**config.mk**
```make
export PLATFORM = sky130hd
export DESIGN_NAME = bubble_sort_engine
export DESIGN_NICKNAME = d
export VERILOG_FILES = /design/src/rtl/bubble_sort_engine.sv
export SDC_FILE = /design/constraint.sdc
export NUM_CORES = 1
export LEC_CHECK = 0
export BUFFER_PORTS_ARGS = -buffer_cell sky130_fd_sc_hd__buf_2
export CORE_ASPECT_RATIO = 0.6
export CORE_UTILIZATION = 35
export DETAILED_ROUTE_END_ITERATION = 8
export HOLD_SLACK_MARGIN = 0.05
export PLACE_DENSITY = 0.63
export SYNTH_ARGS = -nofsm -noshare
export SYNTH_HDL_FRONTEND = slang
export SYNTH_SLANG_ARGS = --single-unit
```
**constraint.sdc**
```tcl
create_clock -name s_clk -period 5.3 [get_ports s_clk]
set_input_delay 0.53 -clock s_clk [delete_from_list [all_inputs] [get_ports s_clk]]
set_output_delay 0.53 -clock s_clk [all_outputs]
set_load 0.05 [all_outputs]
```
**src/rtl/bubble_sort_engine.sv**
```systemverilog
// In-place bubble sorter for an external sync-read RAM.
// Registered RAM-side outputs show the value that belongs to the current state:
// they are loaded from the next state on the edge that enters that state.
// Passes exit early as soon as one pass makes no swap.
module bubble_sort_engine #(
  parameter int DATA_W = 8,
  parameter int ADDR_W = 5,
  parameter int SWAP_W = 16
) (
  input  logic              s_clk,
  input  logic              s_rst,
  input  logic              s_start,
  input  logic [ADDR_W:0]   s_n,
  input  logic              s_desc,
  output logic [ADDR_W-1:0] s_raddr,
  input  logic [DATA_W-1:0] s_rdata,
  output logic              s_we,
  output logic [ADDR_W-1:0] s_waddr,
  output logic [DATA_W-1:0] s_wdata,
  output logic              s_busy,
  output logic              s_done,
  output logic [SWAP_W-1:0] s_swaps,
  output logic [ADDR_W:0]   s_passes
);

  localparam int CW = ADDR_W + 1;
  localparam logic [ADDR_W:0] DEPTH = CW'(2 ** ADDR_W);
  localparam logic [ADDR_W:0] ONE   = CW'(1);
  localparam logic [ADDR_W:0] TWO   = CW'(2);

  typedef enum logic [3:0] {
    IDLE, RD0, RD1, CAP, CMP, WR0, WR1, NEXT, DONE
  } state_t;

  state_t            state_q, state_d;
  logic [ADDR_W:0]   n_q, n_d;
  logic              desc_q, desc_d;
  logic [ADDR_W:0]   i_q, i_d;
  logic [ADDR_W:0]   pass_q, pass_d;
  logic              swapped_q, swapped_d;
  logic [DATA_W-1:0] t1, t2;
  logic              clr_stats, inc_swaps, inc_passes;

  logic [ADDR_W:0]   n_clamp;
  logic              do_swap, more_pairs, last_pass;

  // Counts above the RAM depth sort the whole RAM.
  assign n_clamp    = (s_n > DEPTH) ? DEPTH : s_n;
  // Strict compare keeps equal elements in place, so the sort is stable.
  assign do_swap    = desc_q ? (t1 < t2) : (t1 > t2);
  // Extra top bit keeps n-1-pass from wrapping for every n >= 2.
  assign more_pairs = (i_q + ONE) < (n_q - ONE - pass_q);
  assign last_pass  = (pass_q + ONE) == (n_q - ONE);
  assign s_busy     = (state_q != IDLE);

  // Next-state and control decode for the sort sequencer.
  always_comb begin
    // NOTE: every output of this block gets a default first so no latch is inferred.
    state_d    = state_q;
    n_d        = n_q;
    desc_d     = desc_q;
    i_d        = i_q;
    pass_d     = pass_q;
    swapped_d  = swapped_q;
    clr_stats  = 1'b0;
    inc_swaps  = 1'b0;
    inc_passes = 1'b0;
    unique case (state_q)
      IDLE: if (s_start) begin
        n_d       = n_clamp;
        desc_d    = s_desc;
        i_d       = '0;
        pass_d    = '0;
        swapped_d = 1'b0;
        clr_stats = 1'b1;
        state_d   = (n_clamp < TWO) ? DONE : RD0;
      end
      RD0: state_d = RD1;
      RD1: state_d = CAP;
      CAP: state_d = CMP;
      CMP: state_d = do_swap ? WR0 : NEXT;
      WR0: state_d = WR1;
      WR1: begin
        swapped_d = 1'b1;
        inc_swaps = 1'b1;
        state_d   = NEXT;
      end
      NEXT: begin
        if (more_pairs) begin
          i_d     = i_q + ONE;
          state_d = RD0;
        end else begin
          inc_passes = 1'b1;
          if (!swapped_q || last_pass) begin
            state_d = DONE;
          end else begin
            pass_d    = pass_q + ONE;
            i_d       = '0;
            swapped_d = 1'b0;
            state_d   = RD0;
          end
        end
      end
      DONE:    state_d = IDLE;
      default: state_d = IDLE;
    endcase
  end

  // State, datapath and registered RAM-port/status outputs.
  always_ff @(posedge s_clk) begin
    // NOTE: reset is synchronous: it only takes effect on a rising clock edge.
    if (s_rst) begin
      state_q   <= IDLE;
      n_q       <= '0;
      desc_q    <= 1'b0;
      i_q       <= '0;
      pass_q    <= '0;
      swapped_q <= 1'b0;
      t1        <= '0;
      t2        <= '0;
      s_raddr   <= '0;
      s_we      <= 1'b0;
      s_waddr   <= '0;
      s_wdata   <= '0;
      s_done    <= 1'b0;
      s_swaps   <= '0;
      s_passes  <= '0;
    end else begin
      state_q   <= state_d;
      n_q       <= n_d;
      desc_q    <= desc_d;
      i_q       <= i_d;
      pass_q    <= pass_d;
      swapped_q <= swapped_d;

      if (state_q == RD1) t1 <= s_rdata;
      if (state_q == CAP) t2 <= s_rdata;

      // Address is presented during RD0/RD1 so data arrives in RD1/CAP.
      if (state_d == RD0) s_raddr <= i_d[ADDR_W-1:0];
      if (state_d == RD1) s_raddr <= i_d[ADDR_W-1:0] + ADDR_W'(1);

      s_we <= (state_d == WR0) || (state_d == WR1);
      if (state_d == WR0) begin
        s_waddr <= i_q[ADDR_W-1:0];
        s_wdata <= t2;
      end
      if (state_d == WR1) begin
        s_waddr <= i_q[ADDR_W-1:0] + ADDR_W'(1);
        s_wdata <= t1;
      end

      s_done <= (state_q == DONE);

      if (clr_stats) begin
        s_swaps  <= '0;
        s_passes <= '0;
      end else begin
        if (inc_swaps && (s_swaps != '1)) s_swaps <= s_swaps + SWAP_W'(1);
        if (inc_passes) s_passes <= s_passes + ONE;
      end
    end
  end

endmodule

```
==> results.ini <==
[yosys]
yosysTopAreaCellShare_pct=35.9
yosys.area.top_type=dfxtp_1
synthCells=525
synth_edf_count=0
async_flop_share_pct=0
synthTopCellsByArea=dfxtp_1, ha_1, mux2i_1
synth.net_count=568
synth_area_per_cell_sq_um=8.72
ys_seq_area_share_pct=35.9
yosys_warnings=0
netlist_area_sq_mm=0.00458
synth_seq_cells=82
synthFlopType=dfxtp_1
netlist-cell-type-count=64

[timing]
grt_setup_unrepaired=false
slew_violations=0
hold_viol=0
tightest_slew_ns=1.02
setup_viol=0
max_slew_margin_pct=31.6
fin_setup_tns_ns=0
post-route-period-util_pct=92.6
fin_worst_skew_ns=0.00701
fmax_ghz=0.204
finalCriticalPeriod_ns=4.91

[detailed_routing]
antenna_left=0
route.detailed.drc=0
via_per_inst=5.22
wl_mm=11.3
drt_iter0_drc=224
routedWlPerCell_um=15.1
dr.pass1.iters=4
vias=3888

[grt]
grt_first_pass_wirelength_mm=18.3
grt_max_degree=42
antenna_found_initial=0
grt_overflow=0
grt.total_usage_pct=17.2
grt_pass1_vias=3495

[setup_path]
cp-startpoint=n_q[0]$_SDFFE_PP0P_
reg2reg_slack_ns=0.39
crit_path_end=s_waddr[2]$_SDFFE_PP0P_
endpoint_kind=flop
cp_max_fo=19
cp.arrival_ns=5.08
r2r-end=s_waddr[2]$_SDFFE_PP0P_
reg2regPathDepth=18
crit_type=reg -> reg
startpoint_type=flop
rr_startpoint=n_q[0]$_SDFFE_PP0P_
worstPathRequired_ns=5.47

[clock_network]
cts.path.max_buffers=2
htreeDepth=3
clk_latency_ns=0.34
clk_pin_slew_worst_paths_ns=0.06
cts_resized=0
cts_tree=yes
hold_buffers=0
clkSinkCount=82
cts_made_buffers=9
post-cts-setup-buffers=0
cts-root-buf=clkbuf_16

[layout]
antennaDiodeCount=0
fin_area_sq_mm=0.00534
drive_gt1_share_pct=18.8
final_cell_mix=dfxtp_1, buf_2, nor2_1, nand2_1, a21oi_1
syn_to_final_growth_pct=16.8
nets=619
final_common_cell=dfxtp_1
multi_input_area_sq_mm=0.00274
layout.filler_cells=1239
regArea_sq_mm=0.00164

[pwr]
p_int_mw=1.35
pwr-share-seq_pct=33.7
power_density_mw_per_mm2=401
switching_share_pct=37.0
clkPwrFrac_pct=31.4
leakage_nw=2.05
comb_power_share_pct=34.9
p_sw_mw=0.792
ir_drop_uv=171

[placed_design]
place.port_buffers=60
dpl.hpwl_mm=8.34
gp_congestion=0.914
place_area_sq_mm=0.00501

[floorplanning]
die_y_um=90.6
row_count=31
pin_count=61
floorplan.initialDensity_pct=36.9
fp.dieW_um=150
coreArea_sq_mm=0.0124
dieArea_sq_mm=0.0136

[outcome]
status=finished clean

[hold_path]
hp-class=in -> reg
hp-start=s_desc

[job]
cap_violations=0

## synthesized netlist by cell type, drive strengths merged, types with 16 or more instances
master and n:
a21oi 30, nor2 58, clkbuf 20, xnor2 23, nand2 44, dfxtp 82, nand3 16, ha 24
xor2 19, mux2i 22, a211oi 18, inv 25, a31oi 17
## logic make-up (layout without fill, tap and decap cells)
logic type / count (synthesis) / after routing / share of synthesized area [%]
XOR/XNOR: 42 / 42 / 8.04
flip-flops: 82 / 82 / 35.9
AO/OA/AOI/OAI: 115 / 115 / 19.0
multiplexers: 22 / 22 / 4.81
adder cells (fa/ha/maj): 25 / 25 / 7.00
buffers and inverters: 51 / 106 / 4.54
AND/OR/NAND/NOR: 188 / 188 / 20.7
## power groups by stage
stage | registers [mW] | clock network [mW] | logic [mW]
floorplan | 0.799 | 0 | 0.512
global placement | 0.732 | 0 | 0.723
detailed placement | 0.733 | 0 | 0.736
CTS | 0.720 | 0.685 | 0.742
global route | 0.727 | 0.717 | 0.812
finish | 0.721 | 0.673 | 0.748
## state kept, by name (all words and copies together) (netlist names)
| signal | flops |
|---|---|
| s_passes | 6 |
| state_q | 4 |
| s_swaps | 16 |
| swapped_q | 1 |
| pass_q | 6 |
| s_done | 1 |
| i_q | 6 |
| t2 | 8 |
| n_q | 6 |
| s_we | 1 |
| desc_q | 1 |
| s_waddr | 5 |
| t1 | 8 |
| s_wdata | 8 |
| s_raddr | 5 |
## how the worst min path moves through the flow
stage,endpoint,slack (ns),cells after the start
3_5_place_dp,pass_q[4]$_SDFFE_PP0P_,0.47,2
4_1_cts,desc_q$_SDFFE_PP0P_,0.42,3
2_1_floorplan,pass_q[4]$_SDFFE_PP0P_,0.45,2
6_report,desc_q$_SDFFE_PP0P_,0.43,3
5_1_grt,t1[2]$_SDFFE_PP0P_,0.44,3
3_3_place_gp,pass_q[4]$_SDFFE_PP0P_,0.46,2
## worst max-delay path: stages (launching register included)
cell	delay, ns
dfxtp_1	0.40
inv_1	0.07
ha_1	0.37
inv_1	0.06
ha_1	0.26
nor2b_1	0.12
o21ai_0	0.14
nand2b_1	0.11
a21o_1	0.19
a21oi_1	0.17
xnor2_1	0.09
ha_1	0.35
and3_1	0.25
a221o_1	0.29
nand2_1	0.10
nor3_1	0.28
or3_1	0.57
and3_1	0.71
a311oi_1	0.20
## routing by layer
layer | track usage, % | routed length [um] | vias to the layer above | share of wire [%]
li1 | - | - | 1973 | -
met1 | 27.0 | 6170 | 1804 | 55
met2 | 22.1 | 4290 | 101 | 38
met3 | 5.05 | 711 | 10 | 6.3
met4 | 3.32 | 91 | 0 | 0.81
met5 | 0 | 0 | - | 0
## through the flow
step / setup slack, ns / hold WS (ns) / util, % / std cells / power [mW]
floorplan: 1.17 / 0.445 / - / 525 / 1.31
global placement: 0.589 / 0.458 / 40.4 / 730 / 1.45
detailed placement: 0.480 / 0.471 / 40.4 / 730 / 1.47
CTS: 0.413 / 0.421 / 43.0 / 745 / 2.15
global route: 0.0653 / 0.436 / 43.1 / 745 / 2.26
finish: 0.393 / 0.431 / 43.1 / 745 / 2.14
## area by class of cell
class | count | area share (%)
Timing Repair Buffer | 66 | 6.46
Sequential cell | 82 | 30.7
Tap cell | 165 | 3.86
Multi-Input combinational cell | 392 | 51.3
Clock buffer | 10 | 4.47
Clock inverter | 5 | 1.48
Inverter | 25 | 1.76
Power figures use the tool's default switching activity.
